$ cat src/rtl/ysyx_23060201_gpr.sv
`default_nettype none
// ============================================================================
// Module   : ysyx_23060201_gpr
// Purpose  : Architectural register file (x0..x31, x0 hardwired to zero) that
//            serves operand read requests from decode over a valid/ready
//            response handshake. A per-register busy scoreboard holds a
//            request until every pending writeback to its sources (RAW) and
//            to its destination (WAW) has retired.
// Ports    :
//   clk, rst              clock, synchronous active-high reset
//   req_valid/req_ready   read request handshake from decode
//   ren[1:0]              ren[0] reads rs1, ren[1] reads rs2
//   raddr1, raddr2        source register indices
//   rsv_en, rsv_rd        destination reservation carried with the request
//   rsp_valid/rsp_ready   operand response handshake toward execute
//   rdata1, rdata2        captured operand values
//   wen, waddr, wdata     writeback port (always active, any FSM state)
//   busy                  scoreboard bitmap, one bit per register
// Revision : 1.0 - initial release
// ============================================================================
module ysyx_23060201_gpr #(
  parameter int NR_REG = 32,
  parameter int ADDR_W = 5,
  parameter int DATA_W = 32
) (
  input  logic              clk,
  input  logic              rst,
  input  logic              req_valid,
  output logic              req_ready,
  input  logic [1:0]        ren,
  input  logic [ADDR_W-1:0] raddr1,
  input  logic [ADDR_W-1:0] raddr2,
  input  logic              rsv_en,
  input  logic [ADDR_W-1:0] rsv_rd,
  output logic              rsp_valid,
  input  logic              rsp_ready,
  output logic [DATA_W-1:0] rdata1,
  output logic [DATA_W-1:0] rdata2,
  input  logic              wen,
  input  logic [ADDR_W-1:0] waddr,
  input  logic [DATA_W-1:0] wdata,
  output logic [NR_REG-1:0] busy
);

  localparam logic [1:0] ST_IDLE = 2'd0;
  localparam logic [1:0] ST_WAIT = 2'd1;
  localparam logic [1:0] ST_RESP = 2'd2;

  // --------------------------------------------------------------------------
  // State
  // --------------------------------------------------------------------------
  logic [1:0]        state_q,  state_d;
  logic [1:0]        ren_q,    ren_d;
  logic [ADDR_W-1:0] raddr1_q, raddr1_d;
  logic [ADDR_W-1:0] raddr2_q, raddr2_d;
  logic              rsv_en_q, rsv_en_d;
  logic [ADDR_W-1:0] rsv_rd_q, rsv_rd_d;
  logic [DATA_W-1:0] rdata1_q, rdata1_d;
  logic [DATA_W-1:0] rdata2_q, rdata2_d;
  logic [NR_REG-1:0] busy_q,   busy_d;
  logic [DATA_W-1:0] regs_q [NR_REG];
  logic [DATA_W-1:0] regs_d [NR_REG];

  // --------------------------------------------------------------------------
  // Effective request: in IDLE the request is evaluated straight off the
  // decode inputs so an unobstructed request is answered the next cycle; in
  // WAIT the latched copy is re-evaluated.
  // --------------------------------------------------------------------------
  logic              in_idle;
  logic [1:0]        sel_ren;
  logic [ADDR_W-1:0] sel_raddr1;
  logic [ADDR_W-1:0] sel_raddr2;
  logic              sel_rsv_en;
  logic [ADDR_W-1:0] sel_rsv_rd;

  always_comb begin
    in_idle    = (state_q == ST_IDLE);
    sel_ren    = in_idle ? ren    : ren_q;
    sel_raddr1 = in_idle ? raddr1 : raddr1_q;
    sel_raddr2 = in_idle ? raddr2 : raddr2_q;
    sel_rsv_en = in_idle ? rsv_en : rsv_en_q;
    sel_rsv_rd = in_idle ? rsv_rd : rsv_rd_q;
  end

  // A register is clear to use when it is unused, x0, not reserved, or being
  // written back this very cycle (the write is bypassed into the capture).
  function automatic logic reg_clear(
    input logic              use_it,
    input logic [ADDR_W-1:0] addr,
    input logic [NR_REG-1:0] bsy,
    input logic              wr_en,
    input logic [ADDR_W-1:0] wr_addr
  );
    return !use_it || (addr == '0) || !bsy[addr] || (wr_en && (wr_addr == addr));
  endfunction

  logic operands_ready;

  always_comb begin
    operands_ready = reg_clear(sel_ren[0], sel_raddr1, busy_q, wen, waddr)
                  && reg_clear(sel_ren[1], sel_raddr2, busy_q, wen, waddr)
                  && reg_clear(sel_rsv_en, sel_rsv_rd, busy_q, wen, waddr);
  end

  // Operand values as they would be captured this cycle.
  logic [DATA_W-1:0] opnd1;
  logic [DATA_W-1:0] opnd2;

  always_comb begin
    opnd1 = '0;
    if (sel_ren[0] && (sel_raddr1 != '0)) begin
      opnd1 = (wen && (waddr == sel_raddr1)) ? wdata : regs_q[sel_raddr1];
    end
    opnd2 = '0;
    if (sel_ren[1] && (sel_raddr2 != '0)) begin
      opnd2 = (wen && (waddr == sel_raddr2)) ? wdata : regs_q[sel_raddr2];
    end
  end

  // --------------------------------------------------------------------------
  // FSM: next-state process
  // --------------------------------------------------------------------------
  logic capture;

  always_comb begin
    state_d = state_q;
    capture = 1'b0;
    case (state_q)
      ST_IDLE: begin
        if (req_valid) begin
          if (operands_ready) begin
            state_d = ST_RESP;
            capture = 1'b1;
          end else begin
            state_d = ST_WAIT;
          end
        end
      end
      ST_WAIT: begin
        if (operands_ready) begin
          state_d = ST_RESP;
          capture = 1'b1;
        end
      end
      ST_RESP: begin
        if (rsp_ready) begin
          state_d = ST_IDLE;
        end
      end
      default: state_d = ST_IDLE;
    endcase
  end

  // --------------------------------------------------------------------------
  // FSM: output process
  // --------------------------------------------------------------------------
  always_comb begin
    req_ready = (state_q == ST_IDLE);
    rsp_valid = (state_q == ST_RESP);
  end

  assign rdata1 = rdata1_q;
  assign rdata2 = rdata2_q;
  assign busy   = busy_q;

  // --------------------------------------------------------------------------
  // Datapath next-state
  // --------------------------------------------------------------------------
  always_comb begin
    ren_d    = ren_q;
    raddr1_d = raddr1_q;
    raddr2_d = raddr2_q;
    rsv_en_d = rsv_en_q;
    rsv_rd_d = rsv_rd_q;
    if (in_idle && req_valid) begin
      ren_d    = ren;
      raddr1_d = raddr1;
      raddr2_d = raddr2;
      rsv_en_d = rsv_en;
      rsv_rd_d = rsv_rd;
    end
  end

  // Response data only changes on capture, so it stays stable in RESP even
  // while writebacks update the underlying registers.
  always_comb begin
    rdata1_d = rdata1_q;
    rdata2_d = rdata2_q;
    if (capture) begin
      rdata1_d = opnd1;
      rdata2_d = opnd2;
    end
  end

  // Writeback clears the busy bit; a reservation applied afterwards in the
  // same cycle overrides it, so set wins when both target one register.
  always_comb begin
    regs_d = regs_q;
    busy_d = busy_q;
    if (wen && (waddr != '0)) begin
      regs_d[waddr] = wdata;
      busy_d[waddr] = 1'b0;
    end
    if (capture && sel_rsv_en && (sel_rsv_rd != '0)) begin
      busy_d[sel_rsv_rd] = 1'b1;
    end
  end

  // --------------------------------------------------------------------------
  // FSM: state register and datapath flops
  // --------------------------------------------------------------------------
  always_ff @(posedge clk) begin
    if (rst) begin
      state_q  <= ST_IDLE;
      ren_q    <= '0;
      raddr1_q <= '0;
      raddr2_q <= '0;
      rsv_en_q <= 1'b0;
      rsv_rd_q <= '0;
      rdata1_q <= '0;
      rdata2_q <= '0;
      busy_q   <= '0;
      regs_q   <= '{default: '0};
    end else begin
      state_q  <= state_d;
      ren_q    <= ren_d;
      raddr1_q <= raddr1_d;
      raddr2_q <= raddr2_d;
      rsv_en_q <= rsv_en_d;
      rsv_rd_q <= rsv_rd_d;
      rdata1_q <= rdata1_d;
      rdata2_q <= rdata2_d;
      busy_q   <= busy_d;
      regs_q   <= regs_d;
    end
  end

endmodule
`default_nettype wire

$ cat config.mk
export PLATFORM = sky130hd
export DESIGN_NAME = ysyx_23060201_gpr
export DESIGN_NICKNAME = d
export VERILOG_FILES = /design/src/rtl/ysyx_23060201_gpr.sv
export SDC_FILE = /design/constraint.sdc
export NUM_CORES = 2
export LEC_CHECK = 0
export CELL_PAD_IN_SITES_DETAIL_PLACEMENT = 1
export CELL_PAD_IN_SITES_GLOBAL_PLACEMENT = 2
export CORE_MARGIN = 2
export CORE_UTILIZATION = 33
export CTS_CLUSTER_DIAMETER = 60
export CTS_CLUSTER_SIZE = 10
export DETAILED_ROUTE_END_ITERATION = 8
export PLACE_DENSITY_LB_ADDON = 0.1
export SYNTH_ARGS = -nofsm -noshare
export SYNTH_HDL_FRONTEND = slang
export SYNTH_SLANG_ARGS = --single-unit
$ cat constraint.sdc
create_clock -name clk -period 2.9 [get_ports clk]
set_clock_uncertainty 0.15 [all_clocks]
set_input_delay 0.435 -clock clk [delete_from_list [all_inputs] [get_ports clk]]
set_output_delay 0.435 -clock clk [all_outputs]
set_load 0.03 [all_outputs]
==> impl_metrics.toml <==
[yosys]
synth_top_area_share_pct = 38.4
netlist_top_cells_count = "sky130_fd_sc_hd__nand2_1 (3,049), sky130_fd_sc_hd__dfxtp_1 (1,140), sky130_fd_sc_hd__a21oi_1 (1,085)"
synth_compound_gate_area_share_pct = 20.2
post-synth-top-count-cell = "sky130_fd_sc_hd__nand2_1"
netlist_top_cells_area = "sky130_fd_sc_hd__dfxtp_1 (38%), sky130_fd_sc_hd__nand2_1 (19%), sky130_fd_sc_hd__a21oi_1 (9.1%)"
postSynth.topFlopCell = "sky130_fd_sc_hd__dfxtp_1"
synth_fa_ha_area_share_pct = 0
mappedNetlistArea_um2 = 59400
post_synthesis_register_bit_count = 1140
syn-instance-count = 8216
synth_top_family_by_area = "simple AND/OR/NAND/NOR gates"
synthArstFlopShare_pct = 0
synth_edf_count = 0
ys.warnings.count = 0
synth.mux.area_fraction_pct = 8.45
post_synth.cell_area_avg_um2 = 7.23
largest_area_contributor_in_the_synthesized_netlist = "sky130_fd_sc_hd__dfxtp_1"
synth.yosys.seq_area_share_pct = 38.4
yosys.area_share.simple_pct = 26.9
synth_cell_types = 75
synth_xor_area_share_pct = 0.221
mappedNetlistNets = 8276

[setup_path]
worstReg2RegEnd = "busy[22]$_SDFF_PP0_"
rr_startpoint = "state_q[0]$_SDFFE_PP0P_"
r2r.worst_path.cells = 12
data_arrival_critical_path_ns = 3.95
cp-start-kind = "flop"
worst_setup_path_end_kind = "flop"
timing.critical_path.fanout_max = 8
setup.worst_path.class = "reg2reg"
worst-r2r-setup-slack_ns = -0.48
timing.critical_path.required_ns = 3.47

[global_route]
globalRoute.totalOverflow = 0
grt-busiest-layer = "met2"
grt_pass1_wl_mm = 501
grt_start_max_net_pins = 197
grtUsageTotal_pct = 37.4
met3_usage_pct = 7.07
grt_pass1_vias = 66200
grt_util_met2_pct = 57.5
grt_util_met1_pct = 50.6
grt_antenna_before_repair = 17

[drt]
first_iter_violations = 7943
avgViaCountPerCell = 6.13
wirelength_mm = 357
routedWlPerCell_um = 32.2
first_pass_iters = 5
route.vias.total = 67900
final_antenna_net_count = 0
drc = 0

[sta]
total_negative_setup_slack_ns = -37.50
fin_ws_ns = -0.482
report.final.slew_viol_count = 0
finalSetupViolations = 96
final_count_of_hold_timing_violations = 0
achievable-frequency_mhz = 296
layout_min_cycle_time_ns = 3.38
grt_setup_unrepaired = "yes"
worstMarginPinSlew_ns = 1.11
maxSlewHeadroom_pct = 25.8
finalCritPeriodShare_pct = 117

[layout]
multiInputGateArea_um2 = 34300
layout-drive-gt1-share_pct = 17.0
finalNetCount = 8688
area.sequential_um2 = 22800
finalCoreUtilization_pct = 43.4
fillCellCount = 21300
layout-area-overhead-vs-synth_pct = 30.5
final_cell_count_no_fill = 11100

[pwr]
ir_drop_mv = 0.405
leakagePower_uw = 0.0264
power.density_nw_per_um2 = 606

[place]
gp_routability_congestion = 0.933
dp_worst_setup_slack_ns = -1.09
numPlacedInstances = 10800
number_of_input_and_output_port_buffers_inserted = 157
post-dp-hpwl_mm = 239

[run_status]
status = "finished, violations left"
failed_checks = "negative setup slack"

[cts]
cts-buffers-inserted = 152
max-clock-path-buffers = 3
clk_transition_reported_paths_ns = 0.06
clock_latency_at_the_later_pin_of_the_worst_skew_pair_ns = 0.82
tritoncts = "yes"
ctsHtreeMaxLevel = 4
clockRootBuffer = "sky130_fd_sc_hd__clkbuf_16"
cts.sinks = 1140

[hold_path]
worst_hold_path.endpoint = "ren_q[0]$_SDFFE_PP0P_"
worstHoldPathType = "in2reg"
startpoint_of_the_most_critical_hold_path = "ren[0]"
worst_hold_path_depth = 3

[floorplan]
initial_core_util_pct = 33.3
rows = 155
die_x_um = 428
fp.coreArea_um2 = 179000
floorplan.die.height_um = 428
io-pin-count = 158
die_area_um2 = 183000

[flow_run]
cap_viol_max_count = 0
worst max-delay path by stage:
stage	slack, ns	to	startpoint
2_1_floorplan	-0.06	busy[12]$_SDFF_PP0_	raddr2[0]
3_3_place_gp	-1.10	rdata2[18]$_SDFFE_PP0P_	raddr2[0]
3_5_place_dp	-1.09	rdata2[5]$_SDFFE_PP0P_	raddr2[0]
4_1_cts	-0.36	busy[21]$_SDFF_PP0_	state_q[1]$_SDFFE_PP0P_
5_1_grt	-0.55	busy[22]$_SDFF_PP0_	state_q[0]$_SDFFE_PP0P_
6_report	-0.48	busy[22]$_SDFF_PP0_	state_q[0]$_SDFFE_PP0P_
flip-flops by register name, indices dropped and copies added, names as in the netlist:
signal / flops
rsv_rd_q: 5
rdata1: 32
raddr2_q: 5
state_q: 2
rsv_en_q: 1
busy: 32
raddr1_q: 5
rdata2: 32
ren_q: 2
regs_q: 1024
cells in the final DEF (no fill, tap or decap), types with 63 or more instances in the layout:
master                            netlist  routed
sky130_fd_sc_hd__buf_12                 0     278
sky130_fd_sc_hd__o22ai_1               67      63
sky130_fd_sc_hd__a31oi_1              187     181
sky130_fd_sc_hd__nand2_1             3049    3010
sky130_fd_sc_hd__and3_1               146     146
sky130_fd_sc_hd__nand2b_1              71      71
sky130_fd_sc_hd__clkbuf_16              0     163
sky130_fd_sc_hd__buf_4                 10     632
sky130_fd_sc_hd__mux4_2                83      83
sky130_fd_sc_hd__a211oi_1             141     139
sky130_fd_sc_hd__mux2i_1              309     301
sky130_fd_sc_hd__o2111ai_1             64      64
sky130_fd_sc_hd__nand3_1              287     287
sky130_fd_sc_hd__clkdlybuf4s50_1        0     154
sky130_fd_sc_hd__dfxtp_1             1140    1137
sky130_fd_sc_hd__o21ai_0               87      72
sky130_fd_sc_hd__o211ai_1              92      92
sky130_fd_sc_hd__a21oi_1             1085    1080
sky130_fd_sc_hd__a32oi_1               76      76
power by group:
part	leakage, uW	total (uW)	internal, uW	switching, uW
combinational	0.0148	11900	4410	7480
clock	0.00234	19000	11100	7840
sequential	0.00920	16100	15900	224
logic make-up after synthesis:
| kind of cell | count (synthesis) |
|---|---|
| compound gates | 1976 |
| xor+xnor | 15 |
| simple gates | 3833 |
| flops | 1140 |
| buf+inv | 855 |
| mux | 397 |
layout make-up:
class | count | share of cell area [%]
multi-input cells | 6222 | 44.3
clock inverters | 48 | 0.830
diodes | 14 | 0.0452
repair buffers | 1104 | 16.2
flip-flops and latches | 1140 | 29.5
inverters | 8 | 0.0452
clock buffers | 184 | 5.35
well taps | 2355 | 3.80
per-layer routing:
| metal | wire [um] | up-vias | part of all wire [%] |
|---|---|---|---|
| met5 | 25 | - | 0.0070 |
| met4 | 17900 | 2 | 5.0 |
| met3 | 31700 | 781 | 8.9 |
| met2 | 156000 | 3420 | 44 |
| met1 | 151000 | 34500 | 42 |
| li1 | - | 29200 | - |
critical path, stage by stage (launching register included):
cell and delay (ns):
sky130_fd_sc_hd__dfxtp_4 0.37, sky130_fd_sc_hd__buf_12 0.15, sky130_fd_sc_hd__or3b_4 0.46, sky130_fd_sc_hd__nand2_8 0.12
sky130_fd_sc_hd__mux2i_2 0.27, sky130_fd_sc_hd__o22ai_1 0.09, sky130_fd_sc_hd__or4_1 0.54, sky130_fd_sc_hd__a22oi_2 0.25
sky130_fd_sc_hd__nand4b_4 0.14, sky130_fd_sc_hd__buf_12 0.18, sky130_fd_sc_hd__buf_12 0.14, sky130_fd_sc_hd__buf_16 0.14
sky130_fd_sc_hd__o31ai_2 0.26
metrics by stage:
| step | total power, uW | hold WS (ns) | cell area (um2) |
|---|---|---|---|
| finish | 46900 | 0.0813 | 77500 |
| CTS | 46500 | 0.0500 | 76600 |
| floorplan | 21000 | 0.286 | 59500 |
| global route | 48000 | 0.105 | 77500 |
| global placement | 27300 | 0.292 | 71100 |
| detailed placement | 27400 | 0.306 | 71100 |
repair_timing:
action / CTS / global route
endpoints found under the setup margin: 99 / 97
endpoints found under the hold margin: 16 / 0
setup buffers: 28 / 13
cloned: 3 / 7
gates resized for setup: 67 / 101
hold buffers: 1 / 0
pin swaps: 20 / 43
Note: power is estimated with default switching activity, not from simulation.
